File: src/rtl/seg_display_scan.sv
// seg_display_scan: frame-coherent 4-digit common-anode 7-segment scanner with anti-ghost blanking
module seg_display_scan #(
    parameter int SCAN_DIV  = 250,
    parameter int BLANK_CYC = 2
) (
    input  logic       clk,
    input  logic       rst,
    input  logic [3:0] tenths,
    input  logic [3:0] seconds_ones,
    input  logic [3:0] seconds_tens,
    input  logic [3:0] minutes,
    input  logic       blank,
    input  logic       lzb,
    output logic [3:0] an,
    output logic [6:0] seg,
    output logic       dp,
    output logic       frame_done
);
    localparam int CW = $clog2(SCAN_DIV);

    logic [CW-1:0] cnt_q, cnt_d;
    logic [1:0]    idx_q, idx_d;
    logic [3:0]    snap_t_q, snap_t_d, snap_so_q, snap_so_d, snap_st_q, snap_st_d, snap_m_q, snap_m_d;
    logic [3:0]    an_q, an_d;
    logic [6:0]    seg_q, seg_d;
    logic          dp_q, dp_d, fd_q, fd_d;
    logic          tick, load, off;
    logic [3:0]    dig;

    always_comb begin
        tick      = cnt_q == CW'(SCAN_DIV - 1);
        load      = cnt_q == '0 && idx_q == 2'd0;
        cnt_d     = tick ? '0 : cnt_q + 1'b1;
        idx_d     = tick ? idx_q + 2'd1 : idx_q;
        snap_t_d  = load ? tenths : snap_t_q;
        snap_so_d = load ? seconds_ones : snap_so_q;
        snap_st_d = load ? seconds_tens : snap_st_q;
        snap_m_d  = load ? minutes : snap_m_q;
        off       = blank || cnt_q < CW'(BLANK_CYC) || (idx_q == 2'd3 && lzb && snap_m_q == 4'd0);
        dig       = idx_q == 2'd0 ? snap_t_q : idx_q == 2'd1 ? snap_so_q : idx_q == 2'd2 ? snap_st_q : snap_m_q;
        an_d      = off ? 4'b1111 : ~(4'b0001 << idx_q);
        dp_d      = off | ~idx_q[0];
        fd_d      = tick && idx_q == 2'd3;
        seg_d     = 7'b0111111;
        case (dig)
            4'd0: seg_d = 7'b1000000;
            4'd1: seg_d = 7'b1111001;
            4'd2: seg_d = 7'b0100100;
            4'd3: seg_d = 7'b0110000;
            4'd4: seg_d = 7'b0011001;
            4'd5: seg_d = 7'b0010010;
            4'd6: seg_d = 7'b0000010;
            4'd7: seg_d = 7'b1111000;
            4'd8: seg_d = 7'b0000000;
            4'd9: seg_d = 7'b0010000;
            default: seg_d = 7'b0111111;
        endcase
    end

    always_ff @(posedge clk) begin
        if (rst) begin
            cnt_q     <= '0;
            idx_q     <= '0;
            snap_t_q  <= '0;
            snap_so_q <= '0;
            snap_st_q <= '0;
            snap_m_q  <= '0;
            an_q      <= 4'b1111;
            seg_q     <= 7'b1111111;
            dp_q      <= 1'b1;
            fd_q      <= 1'b0;
        end else begin
            cnt_q     <= cnt_d;
            idx_q     <= idx_d;
            snap_t_q  <= snap_t_d;
            snap_so_q <= snap_so_d;
            snap_st_q <= snap_st_d;
            snap_m_q  <= snap_m_d;
            an_q      <= an_d;
            seg_q     <= seg_d;
            dp_q      <= dp_d;
            fd_q      <= fd_d;
        end
    end

    assign an         = an_q;
    assign seg        = seg_q;
    assign dp         = dp_q;
    assign frame_done = fd_q;
endmodule

File: config.mk
export PLATFORM = sky130hd
export DESIGN_NAME = seg_display_scan
export DESIGN_NICKNAME = d
export VERILOG_FILES = /design/src/rtl/seg_display_scan.sv
export SDC_FILE = /design/constraint.sdc
export NUM_CORES = 1
export LEC_CHECK = 0
export ABC_AREA = 1
export BUFFER_PORTS_ARGS = -buffer_cell sky130_fd_sc_hd__buf_2
export CORE_MARGIN = 3
export CORE_UTILIZATION = 42
export CTS_BUF_LIST = sky130_fd_sc_hd__clkbuf_16
export CTS_CLUSTER_DIAMETER = 50
export DETAILED_ROUTE_END_ITERATION = 6
export GPL_TIMING_DRIVEN = 1
export PLACE_DENSITY = 0.6
export SYNTH_ARGS = -nofsm -noshare
export SYNTH_HDL_FRONTEND = slang
export SYNTH_SLANG_ARGS = --single-unit
File: constraint.sdc
create_clock -name clk -period 1.7 [get_ports clk]
set_input_delay 0.17 -clock clk [delete_from_list [all_inputs] [get_ports clk]]
set_output_delay 0.17 -clock clk [all_outputs]
set_load 0.03 [all_outputs]
Yosys cells after proc, flatten, opt, wreduce, memory -nomap -nowiden
Memory sizes are Yosys's and may differ from the RTL's. A register that Yosys moved wholly into a read port is not among the register bits.
Index checks and enable logic that the tools add are counted.
{"block": "totals", "register_bits": 32, "latchBits": 0, "mem_bits_rw": 0, "mem_bits_ro": 112, "in_bits": 20, "output_inout_bits": 13, "elab_cells": 35, "n_memories": 1}
{"memory": "(name not given)", "words": 16, "word_bits": 7, "read_ports": 1, "rd_ports_with_merged_regs": 1, "wr": 0, "line_no": "45", "source": "case (dig)"}
{"block": "op_classes", "addsub": 2, "n_mul": 0, "div_mod_pow": 0, "order_cmp": 1, "eq_ne": 4, "n_shift": 1, "muxes": 3, "n_bitwise": 3, "n_reduce_logical": 11}
{"operator": "$mux W4", "n": 3}
{"operator": "$add A8 B1 Y8 const B", "n": 1}
{"operator": "$eq A8 B8 Y1 const B", "n": 1}
{"operator": "$logic_not A8 Y1", "n": 1}
{"operator": "$lt A8 B2 Y1 const B", "n": 1}
{"operator": "$eq A2 B2 Y1 const B", "n": 2}
{"operator": "$logic_and A1 B1 Y1", "n": 4}
{"operator": "$logic_not A4 Y1", "n": 1}
{"operator": "$not A4 Y4", "n": 1}
{"operator": "$reduce_or A2 Y1", "n": 2}
{"operator": "$shl A1 B2 Y4 const A", "n": 1}
{"operator": "$add A2 B1 Y2 const B", "n": 1}
{"operator": "$eq A2 B1 Y1 const B", "n": 1}
{"operator": "$logic_not A2 Y1", "n": 1}
{"operator": "$logic_or A1 B1 Y1", "n": 2}
{"operator": "$not A1 Y1", "n": 1}
{"operator": "$or A1 B1 Y1", "n": 1}

Depth between registers and ports, before layout
{"block": "logic_depth", "word_depth": 5, "ltp_mapped": 12, "mapped_depth_nobuf": 12}

Worst setup path after synthesis
OpenSTA, ideal clock, no wires.
{"block": "synth_path", "kind": "reg-to-reg", "from": "reg idx_q[0]", "to": "reg seg_q[3] (netlist: seg[3])", "setup_ns": 0.118, "arrival_time_ns": 1.409, "required_time_ns": 1.582, "slack_ns": 0.173, "path_stages_with_launch": 10, "n_path_buf": 1, "synth_period_minus_slack_ns": 1.527, "cell_sequence": "dfxtp_1 inv_1 ha_1 buf_2 a21oi_1 a21oi_4 nand2_1 nand3_1 nand2_1 nand2_1"}
{"block": "synth_via", "elab_chain_len": 4, "elab_cells_between_ends": 6, "cone_classes": "eq/ne: 2; mux: 3; reduce/logical: 1"}
{"item": "start: declaration", "line_no": "22", "source": "logic [1:0] idx_q, idx_d;"}
{"item": "start signal: assignment", "line_no": "74", "source": "idx_q <= idx_d;"}
{"item": "$eq A2 B2 Y1", "line_no": "40", "source": "dig = idx_q == 2'd0 ? snap_t_q : idx_q == 2'd1 ? snap_so_q : idx_q == 2'd2 ? snap_st_q : snap_m_q;"}
{"item": "$mux W4 (2 in a row)", "line_no": "40"}
{"item": "$mux W4 *", "line_no": "40"}
{"item": "end: declaration", "line_no": "25", "source": "logic [6:0] seg_q, seg_d;"}
Mark *: on every way between the ends. The rest lies on a longest branch, timed or not.
A chain may end at the register's enable or synchronous reset.

Worst setup path after layout
{"block": "layout_path", "from": "reg idx_q[1]", "to": "reg seg_q[1] (netlist: seg[1])"}
Same word-level chain as after synthesis.

==> metrics.yaml <==
outcome: "finished, final reports clean"
clk_latency_ps: 280
grt_usage_pct: 16.3
maxCapViolCount: 0
power_density_nw_per_um2: 1090
post_synth_instance_area_um2: 1690
post_drt_via_cell_ratio: 4.95
met1_length_mm: 1.83
final_std_cell_area_no_fill_um2: 2170
number_of_register_bits_inferred_by_synthesis: 39
clock_path_buffers: 2
rsz_0062_raised_after_global_routing: "false"
dominant_combinational_cell_family_by_area_after_synthesis: "simple AND/OR/NAND/NOR gates"
antenna_found_initial: 0
synth_cell_type_count: 25
diodes: 0
maxSlewHeadroom_pct: 74.8
synth-xor-area-share_pct: 0
core_region_area_um2: 3770
global_route.overflow_total: 0
worst_ep_required_time_ps: 1860
die_width_um: 69.4
path_class: "flop to flop"
tritoncts: "yes"
grt_start_max_net_pins: 22
ff2ff_setup_slack_ps: 110
multi_input_area_um2: 825
layout_min_cycle_time_ps: 1590
grt_pass1_vias: 1442
post_synth_adder_cell_area_pct: 5.19
clk_transition_reported_paths_ps: 60
post_synth_main_area_contributors: "sky130_fd_sc_hd__dfxtp_1 46%, sky130_fd_sc_hd__nand2_1 11%, sky130_fd_sc_hd__a21oi_1 8.6%, sky130_fd_sc_hd__nand3_1 5.6%, sky130_fd_sc_hd__ha_1 5.2%"
power.ir.vdd_worst_uv: 666
detailed_placement_hpwl_mm: 2.66
synth-simple-area-share_pct: 27.0
totalWireLength_mm: 3.78
yosys_warning_total: 0
setup-tns-final_ps: 0
finalClockSkew_ps: 3.82
end_kind: "flop"
drtPass1Iterations: 4
detail_route.wl_per_cell_um: 12.3
htreeDepth: 2
crit_path_start_kind: "flop"
flow.area_growth_from_synthesis_pct: 28.6
port_buffers: 32
via_count: 1519
max_freq_mhz: 631
place_congestion: 0.880
route.met3.wl_um: 185
leakage_power_summed_over_all_cells_nw: 0.959
critPathArrivalTime_ps: 1740
first_iter_violations: 69
netlist.area_leader.share_pct: 46.2
tightestPinTransition_ps: 375
placed_area_um2: 1960
syn_inst: 215
floorplan.initialDensity_pct: 44.8
synth.area.mux_share_pct: 0
synth.avg_cell_area_um2: 7.86
yosys.area.top_type: "sky130_fd_sc_hd__dfxtp_1"
grt_pass1_wl_mm: 6.40
finalNetCount: 285
slew_limit_fails: 0
rows: 22
floorplan.io_pins: 33
tritoncts_num_sinks: 39
cts.root.buffer_cell: "sky130_fd_sc_hd__clkbuf_16"
max_used_layer: "met4"
met2_length_mm: 1.75
final.period_utilization_pct: 93.3
die_h_um: 69.4
detail-route-antenna-nets: 0
critical_path.max_fanout: 6
cts-hold-fix-buffers: 0
timing.hold.worst.class: "input port to flop"
cts_buffers: 5
fillers: 352
synth_compound_gate_area_share_pct: 14.4
final_layout_size_suffix_gt1_share_pct: 25.9
ff_latch_area_um2: 783
final_hold_violations: 0
syn_nets: 242
setup_violations: 0
fp.dieArea_um2: 4820
yosysSeqAreaShare_pct: 46.2
detail_route.drc_violations: 0
==> cell families (layout without fill, tap and decap cells) <==
logic type | after synthesis | count (layout)
compound gates | 43 | 43
fa+ha+maj | 7 | 7
buf+inv | 30 | 74
flops | 39 | 39
simple gates | 96 | 96
==> synthesized netlist by cell type, drive strengths merged <==
cell,instances
buf,5
a21oi,31
nand2,51
o21ai,11
ha,7
nor4,2
nand4,9
nor3b,2
clkbuf,1
nor2,8
dfxtp,39
inv,24
o211ai,1
nand3,20
nor3,2
or2,2
==> worst paths after layout <==
check / start / end / cells after the start
max: idx_q[1]$_SDFFE_PP0P_ / seg[1]$_SDFF_PP1_ / 8
min: minutes[1] / snap_m_q[1]$_SDFFE_PP0P_ / 3
max reg2reg: idx_q[1]$_SDFFE_PP0P_ / seg[1]$_SDFF_PP1_ / 8
min reg2reg: snap_st_q[2]$_SDFFE_PP0P_ / snap_st_q[2]$_SDFFE_PP0P_ / 2
==> stage by stage <==
| stage | cells | setup WS, ps | power [mW] | hold slack, ps | util [%] |
|---|---|---|---|---|---|
| 3_3_place_gp | 298 | 35.3 | 1.36 | 444 | 51.9 |
| 5_1_grt | 307 | 5.88 | 2.47 | 171 | 57.6 |
| 6_report | 307 | 114 | 2.37 | 159 | 57.6 |
| 3_5_place_dp | 298 | 2.38 | 1.36 | 443 | 51.9 |
| 2_1_floorplan | 215 | 173 | 1.25 | 239 | - |
| 4_1_cts | 306 | 31.1 | 2.39 | 152 | 56.3 |
==> worst max-delay path, cell delays in order, from the launching register on <==
cell                      delay, ps
sky130_fd_sc_hd__dfxtp_2        370
sky130_fd_sc_hd__inv_2           80
sky130_fd_sc_hd__ha_4           190
sky130_fd_sc_hd__inv_2           80
sky130_fd_sc_hd__nand3_2        110
sky130_fd_sc_hd__a21oi_4        220
sky130_fd_sc_hd__nand2_2        100
sky130_fd_sc_hd__a21oi_4        220
sky130_fd_sc_hd__nand2_1         90
==> metal layers <==
metal | GRT usage (%) | vias to the layer above
met5 | 0 | -
met4 | 6.51 | 0
met3 | 3.91 | 2
met2 | 25.0 | 38
met1 | 22.1 | 680
li1 | - | 799
==> layout by cell type, fill, tap and decap left out, types with 4 or more instances in the layout <==
cell type / count
sky130_fd_sc_hd__dfxtp_1: 37
sky130_fd_sc_hd__o21ai_1: 5
sky130_fd_sc_hd__buf_4: 9
sky130_fd_sc_hd__a21oi_1: 29
sky130_fd_sc_hd__nand3_1: 19
sky130_fd_sc_hd__buf_2: 32
sky130_fd_sc_hd__inv_1: 20
sky130_fd_sc_hd__clkbuf_16: 5
sky130_fd_sc_hd__nor2_1: 8
sky130_fd_sc_hd__nand2_1: 50
sky130_fd_sc_hd__nand4_1: 9
sky130_fd_sc_hd__o21ai_0: 5
sky130_fd_sc_hd__ha_1: 4
==> sequential cells by signal (all words and copies together) (netlist names) <==
register,count
an,4
cnt_q,8
dp,1
frame_done,1
idx_q,2
seg,7
snap_m_q,4
snap_so_q,4
snap_st_q,4
snap_t_q,4
==> report_power, final <==
part | switching [mW] | internal [mW]
Clock | 0.344 | 0.683
Sequential | 0.0322 | 0.980
Combinational | 0.206 | 0.126
Total | 0.583 | 1.79
==> area by class of cell <==
class                           count  share of cell area (%)
Tap cell                           48                    2.76
Sequential cell                    39                    36.1
Clock inverter                      3                    1.79
Multi-Input combinational cell    146                    38.0
Clock buffer                        5                    5.76
Timing Repair Buffer               42                    11.4
Inverter                           24                    4.26
==> what timing repair did <==
item / in CTS / in global routing
pin swaps: 0 / 2
gates resized for setup: 1 / 11
endpoints found under the hold margin: 0 / 0
setup buffers: 0 / 1
endpoints found under the setup margin: 3 / 23
No activity file was read; power rests on OpenSTA's default activity.
